### src/rtl/fifo_pkg.sv
// Shared async-FIFO definitions: default geometry and Gray/binary conversion helpers.
// Helpers work on 32-bit zero-extended values, so any pointer width up to 32 can use them.
package fifo_pkg;

  localparam int ADDR_LEN_DEF    = 5;
  localparam int SYNC_STAGES_DEF = 2;
  localparam int AE_THRESH_DEF   = 4;

  function automatic logic [31:0] bin2gray(input logic [31:0] b);
    return b ^ (b >> 1);
  endfunction

  // Each binary bit is the XOR of all Gray bits at or above it; unused upper bits are zero.
  function automatic logic [31:0] gray2bin(input logic [31:0] g);
    logic [31:0] b;
    b     = '0;
    b[31] = g[31];
    for (int i = 30; i >= 0; i--) begin
      b[i] = b[i+1] ^ g[i];
    end
    return b;
  endfunction

endpackage

### src/rtl/ptr_sync.sv
// Multi-flop synchroniser for a Gray-coded pointer crossing into the i_clk domain.
// Plain flop chain: no logic between stages.
module ptr_sync #(
  parameter int WIDTH  = 6,
  parameter int STAGES = 2
) (
  input  logic             i_clk,
  input  logic             i_srst,
  input  logic [WIDTH-1:0] i_d,
  output logic [WIDTH-1:0] o_q
);

  for (genvar gi = 0; gi < STAGES; gi++) begin : g_stage
    logic [WIDTH-1:0] r_q;
    if (gi == 0) begin : g_first
      always_ff @(posedge i_clk) begin
        if (i_srst) r_q <= '0;
        else        r_q <= i_d;
      end
    end else begin : g_next
      always_ff @(posedge i_clk) begin
        if (i_srst) r_q <= '0;
        else        r_q <= g_stage[gi-1].r_q;
      end
    end
  end

  assign o_q = g_stage[STAGES-1].r_q;

endmodule

### src/rtl/rd_ptr_handler.sv
// Read-domain pointer manager of the async FIFO: read pointer, RAM read address,
// synchronised write pointer, empty / almost-empty / level and sticky underflow.
module rd_ptr_handler
  import fifo_pkg::*;
#(
  parameter int ADDR_LEN    = ADDR_LEN_DEF,
  parameter int SYNC_STAGES = SYNC_STAGES_DEF,
  parameter int AE_THRESH   = AE_THRESH_DEF
) (
  input  logic                rd_clk,
  input  logic                rd_rst,
  input  logic                rd_en,
  input  logic                rd_underflow_clr,
  input  logic [ADDR_LEN:0]   wr_ptr,
  output logic [ADDR_LEN-1:0] rd_addr,
  output logic [ADDR_LEN:0]   rd_ptr,
  output logic                rd_empty,
  output logic                rd_almost_empty,
  output logic [ADDR_LEN:0]   rd_level,
  output logic                rd_underflow
);

  localparam int PW = ADDR_LEN + 1;

  logic [PW-1:0] r_bin;
  logic [PW-1:0] r_ptr;
  logic [PW-1:0] r_level;
  logic          r_empty;
  logic          r_almost_empty;
  logic          r_underflow;

  logic [PW-1:0] w_wq_ptr;
  logic [PW-1:0] w_wq_bin;
  logic [PW-1:0] w_bin_next;
  logic [PW-1:0] w_gray_next;
  logic [PW-1:0] w_level_next;
  logic          w_rd_inc;
  logic          w_underflow_set;

  ptr_sync #(
    .WIDTH  (PW),
    .STAGES (SYNC_STAGES)
  ) u_wr_ptr_sync (
    .i_clk  (rd_clk),
    .i_srst (rd_rst),
    .i_d    (wr_ptr),
    .o_q    (w_wq_ptr)
  );

  assign w_rd_inc        = rd_en & ~r_empty;
  assign w_underflow_set = rd_en & r_empty;
  assign w_bin_next      = r_bin + PW'(w_rd_inc);
  assign w_gray_next     = PW'(bin2gray(32'(w_bin_next)));
  assign w_wq_bin        = PW'(gray2bin(32'(w_wq_ptr)));
  // Wrap subtraction on the extended pointers: a full FIFO yields exactly 2**ADDR_LEN.
  assign w_level_next    = w_wq_bin - w_bin_next;

  // Flags are computed from the next pointer so a final read and a newly
  // synchronised write landing together never leave a stale empty.
  always_ff @(posedge rd_clk) begin
    if (rd_rst) begin
      r_bin          <= '0;
      r_ptr          <= '0;
      r_level        <= '0;
      r_empty        <= 1'b1;
      r_almost_empty <= 1'b1;
      r_underflow    <= 1'b0;
    end else begin
      r_bin          <= w_bin_next;
      r_ptr          <= w_gray_next;
      r_level        <= w_level_next;
      r_empty        <= (w_gray_next == w_wq_ptr);
      r_almost_empty <= (w_level_next <= PW'(AE_THRESH));
      if (w_underflow_set)       r_underflow <= 1'b1;
      else if (rd_underflow_clr) r_underflow <= 1'b0;
    end
  end

  assign rd_addr         = r_bin[ADDR_LEN-1:0];
  assign rd_ptr          = r_ptr;
  assign rd_empty        = r_empty;
  assign rd_almost_empty = r_almost_empty;
  assign rd_level        = r_level;
  assign rd_underflow    = r_underflow;

endmodule

### config.mk
export PLATFORM = sky130hd
export DESIGN_NAME = rd_ptr_handler
export DESIGN_NICKNAME = d
export VERILOG_FILES = /design/src/rtl/fifo_pkg.sv /design/src/rtl/ptr_sync.sv /design/src/rtl/rd_ptr_handler.sv
export SDC_FILE = /design/constraint.sdc
export NUM_CORES = 1
export LEC_CHECK = 0
export CAP_MARGIN = 30
export CORE_ASPECT_RATIO = 0.9
export CORE_MARGIN = 2
export CORE_UTILIZATION = 31
export CTS_BUF_LIST = sky130_fd_sc_hd__clkbuf_4
export DETAILED_ROUTE_END_ITERATION = 7
export GPL_ROUTABILITY_DRIVEN = 0
export GPL_TIMING_DRIVEN = 0
export HOLD_SLACK_MARGIN = 0.06
export SKIP_CTS_REPAIR_TIMING = 1
export SYNTH_ARGS = -nofsm -noshare
export SYNTH_HDL_FRONTEND = slang
export SYNTH_HIERARCHICAL = 1
export SYNTH_SLANG_ARGS = --single-unit
### constraint.sdc
create_clock -name rd_clk -period 4.85 [get_ports rd_clk]
set_input_delay 0.485 -clock rd_clk [delete_from_list [all_inputs] [get_ports rd_clk]]
set_output_delay 0.485 -clock rd_clk [all_outputs]
set_load 0.05 [all_outputs]
==> impl_metrics.py <==
metrics = {
    "run_status": {
        "status": "completed",
    },
    "global_route": {
        "groute.usage.overall_pct": 10.96,
        "grt_first_pass_wirelength_mm": 4.843,
        "grt_most_used_layer": "met1",
        "initial_antenna_violation_count": 0,
        "grt-ovfl-total": 0,
        "global_route.usage.met1_pct": 16.02,
        "grt_start_max_net_pins": 11,
        "global_route.usage.met3_pct": 3.731,
        "vias_in_the_first_global_route": 1047,
        "globalRouteMet2Util_pct": 14.57,
    },
    "die": {
        "fp-row-count": 24,
        "chipHeight_um": 72.16,
        "die_area_um2": 5754,
        "die_w_um": 79.74,
        "initial_core_util_pct": 32.69,
        "coreArea_um2": 4895,
        "boundaryPins": 30,
    },
    "synthesis": {
        "syn-instance-count": 159,
        "synth_area_um2": 1600,
        "synth_top_cell_area_share_pct": 40.03,
        "synth.yosys.warnings": 6,
        "synthTopCellsByArea": "dfxtp_1 40%, xnor2_1 8.2%, ha_1 4.7%, nor2_1 4.7%, nor2b_2 4.4%",
        "synthFlopType": "dfxtp_1",
        "synthDistinctLibCells": 42,
        "synth_area_per_cell_um2": 10.06,
        "synth-seq-area-share_pct": 40.03,
        "postSynth.asyncResetShare_pct": 0,
        "synth_largest_area_cell": "dfxtp_1",
        "synth-edff-count": 0,
        "synthesized_net_count": 176,
        "flip_flop_and_latch_count_after_synthesis": 32,
    },
    "timing": {
        "maxSlewHeadroom_pct": 65.21,
        "achievable-frequency_ghz": 0.2940,
        "setup_ws_ns": 1.449,
        "rsz0062_at_grt": "false",
        "report.final.setup_viol": 0,
        "clock-skew-final_ns": 0.004053,
        "setup-tns-final_ns": 0,
        "whs_ns": 0.4465,
        "worst_margin_slew_ns": 0.5218,
        "final_period_minus_worst_setup_slack_ns": 3.401,
        "finalMaxSlewViolations": 0,
        "timing.final.crit_share_pct": 70.12,
        "finalHoldViolCount": 0,
    },
    "setup_path": {
        "critical_path.endpoint_type": "flop",
        "worstPathRequired_ns": 5.11,
        "setup.worst_path.start_class": "flop",
        "cp.arrival_ns": 3.66,
        "critical_path_peak_fanout": 6,
        "regToRegSetupSlack_ns": 1.45,
        "rr_worst_depth": 10,
        "r2r_end": "rd_almost_empty$_SDFF_PP1_",
        "worst_r2r_startpoint": "u_wr_ptr_sync/o_q[5]$_SDFF_PP0_",
        "critical_path_class": "flop to flop",
    },
    "worst_hold_path": {
        "hold_path_depth": 1,
        "worstHoldEndpoint": "u_wr_ptr_sync/o_q[3]$_SDFF_PP0_",
        "hold_path.class": "flop to flop",
        "holdCritStartpoint": "u_wr_ptr_sync/g_stage[0].r_q[3]$_SDFF_PP0_",
    },
    "clock_network": {
        "clock_tree.buffer_depth": 2,
        "cts-buffers-inserted": 5,
        "root_buffer": "clkbuf_4",
        "htree_num_levels": 2,
        "clock-sinks": 32,
        "worst_skew_pair.late_latency_ns": 0.32,
        "tritoncts": "done",
        "clk_transition_reported_paths_ns": 0.09,
    },
    "route": {
        "route.vias.total": 1147,
        "avgRoutedWirePerCell_um": 10.81,
        "detail_route.vias_per_cell": 4.395,
        "drt-total-wl_mm": 2.822,
        "detailedRoute.firstPassIterationCount": 4,
        "route.antenna.remaining_nets": 0,
        "detailedRoute.firstIterationViolations": 26,
        "route.detailed.drc": 0,
    },
    "power": {
        "total_power_uw": 699.9,
        "netSwitchingFraction_pct": 31.35,
        "p_seq_share_pct": 41.8,
        "power-per-cell-area_nw_per_um2": 341.9,
        "pwr-share-clk_pct": 27.0,
        "cell_internal_pwr_uw": 480.5,
        "peakVddDrop_uv": 207.1,
        "static-leakage-power_nw": 0.7906,
        "reported_net_switching_power_uw": 219.4,
        "power.share.combinational_pct": 31.2,
    },
    "place": {
        "dp_worst_setup_slack_ns": 1.147,
        "hpwlAfterDp_mm": 2.094,
        "place.port_buffers": 29,
    },
    "cells_and_area": {
        "fin_nets": 212,
        "area.growth.synth_to_final_pct": 27.91,
        "multiInputGateArea_um2": 900.9,
        "ant_diodes": 0,
        "flip_flop_and_latch_area_um2": 640.6,
        "post_route_cells_drive_above_1_share_pct": 13.27,
        "share_of_the_core_filled_with_cells_pct": 41.82,
        "fillerInstances": 509,
    },
    "flow_run": {
        "max_cap_violations": 0,
    },
}
sequential cells by signal (all words and copies together), names as in the netlist:
signal and cells:
u_wr_ptr_sync/o_q 6, rd_underflow 1, rd_almost_empty 1, r_bin 6, rd_level 6, u_wr_ptr_sync/g_stage.r_q 6
rd_empty 1, rd_ptr 5
power groups by stage:
stage | combinational (mW) | clock, mW | sequential (mW)
2_1_floorplan | 0.100 | 0 | 0.358
3_3_place_gp | 0.219 | 0 | 0.299
3_5_place_dp | 0.219 | 0 | 0.298
4_1_cts | 0.221 | 0.198 | 0.293
5_1_grt | 0.237 | 0.211 | 0.296
6_report | 0.219 | 0.189 | 0.293
critical path: stages, from the launching register on:
cell       delay, ns
dfxtp_1         0.43
xor3_2          0.54
xnor2_2         0.34
xnor2_1         0.21
xor2_1          0.18
ha_1            0.25
fa_1            0.46
nand3b_1        0.15
nor2_1          0.05
a2111oi_1       0.50
a41o_1          0.23
logic make-up (layout without fill, tap and decap cells):
logic type               after synthesis  count (layout)  synth area share (%)
AO/OA/AOI/OAI                         18              18                 8.287
XOR/XNOR                              25              25                 18.84
adder cells (fa/ha/maj)                7               7                 5.942
AND/OR/NAND/NOR                       62              62                 21.97
buffers and inverters                 13              50                 3.674
flip-flops                            32              32                 40.03
multiplexers                           2               2                 1.251
cells in the mapped netlist, drive strengths merged, types with 2 or more instances:
| cell type | instances |
|---|---|
| and2b | 2 |
| nor2 | 20 |
| xor2 | 4 |
| xnor2 | 16 |
| xnor3 | 4 |
| dfxtp | 32 |
| nor2b | 13 |
| mux2i | 2 |
| o211ai | 2 |
| nand3 | 2 |
| nand3b | 2 |
| buf | 4 |
| a21oi | 5 |
| nor3 | 5 |
| nand2 | 10 |
| o2111ai | 2 |
| nor3b | 2 |
| ha | 6 |
| inv | 5 |
| o21a | 2 |
| clkbuf | 4 |
stage by stage:
| step | area [um2] | instances |
|---|---|---|
| after floorplan | 1600 | 159 |
| after global placement | 1972 | 253 |
| after detailed placement | 1972 | 253 |
| after CTS | 2047 | 261 |
| after global routing | 2047 | 261 |
| final | 2047 | 261 |
routing by layer:
| layer | wire length, um | vias up | share of wire, % |
|---|---|---|---|
| li1 | - | 605 | - |
| met5 | 0 | - | 0 |
| met2 | 1108 | 29 | 39 |
| met4 | 47 | 0 | 1.7 |
| met1 | 1501 | 507 | 53 |
| met3 | 165 | 6 | 5.8 |
layout by cell type (no fill, tap or decap), types with 3 or more instances in the layout:
master and instances:
dfxtp_1 32, clkdlybuf4s50_1 29, nor2_1 20, xnor2_1 15, nand2_1 10, nor2b_2 8, ha_1 6, inv_1 5
nor3_1 5, a21oi_1 5, clkbuf_4 5, clkbuf_1 4, xor2_1 4, nor2b_1 3, xnor3_1 3
how the worst max path moves through the flow:
stage                                    startpoint                          to  slack [ns]  cells after the start
floorplan           u_wr_ptr_sync/o_q[5]$_SDFF_PP0_  rd_almost_empty$_SDFF_PP1_        1.84                     10
global placement                              rd_en  rd_almost_empty$_SDFF_PP1_        1.16                     12
detailed placement                            rd_en  rd_almost_empty$_SDFF_PP1_        1.15                     12
CTS                 u_wr_ptr_sync/o_q[5]$_SDFF_PP0_  rd_almost_empty$_SDFF_PP1_        1.42                     10
global route        u_wr_ptr_sync/o_q[5]$_SDFF_PP0_  rd_almost_empty$_SDFF_PP1_        1.23                     10
finish              u_wr_ptr_sync/o_q[5]$_SDFF_PP0_  rd_almost_empty$_SDFF_PP1_        1.45                     10
cell type report:
| cell class | count | share of cell area (%) |
|---|---|---|
| Buffer | 8 | 1.956 |
| Clock buffer | 5 | 1.834 |
| Clock inverter | 3 | 1.834 |
| Inverter | 5 | 0.9169 |
| Multi-Input combinational cell | 114 | 44.01 |
| Sequential cell | 32 | 31.30 |
| Tap cell | 65 | 3.973 |
| Timing Repair Buffer | 29 | 14.18 |
Note: power is estimated with default switching activity, not from simulation.
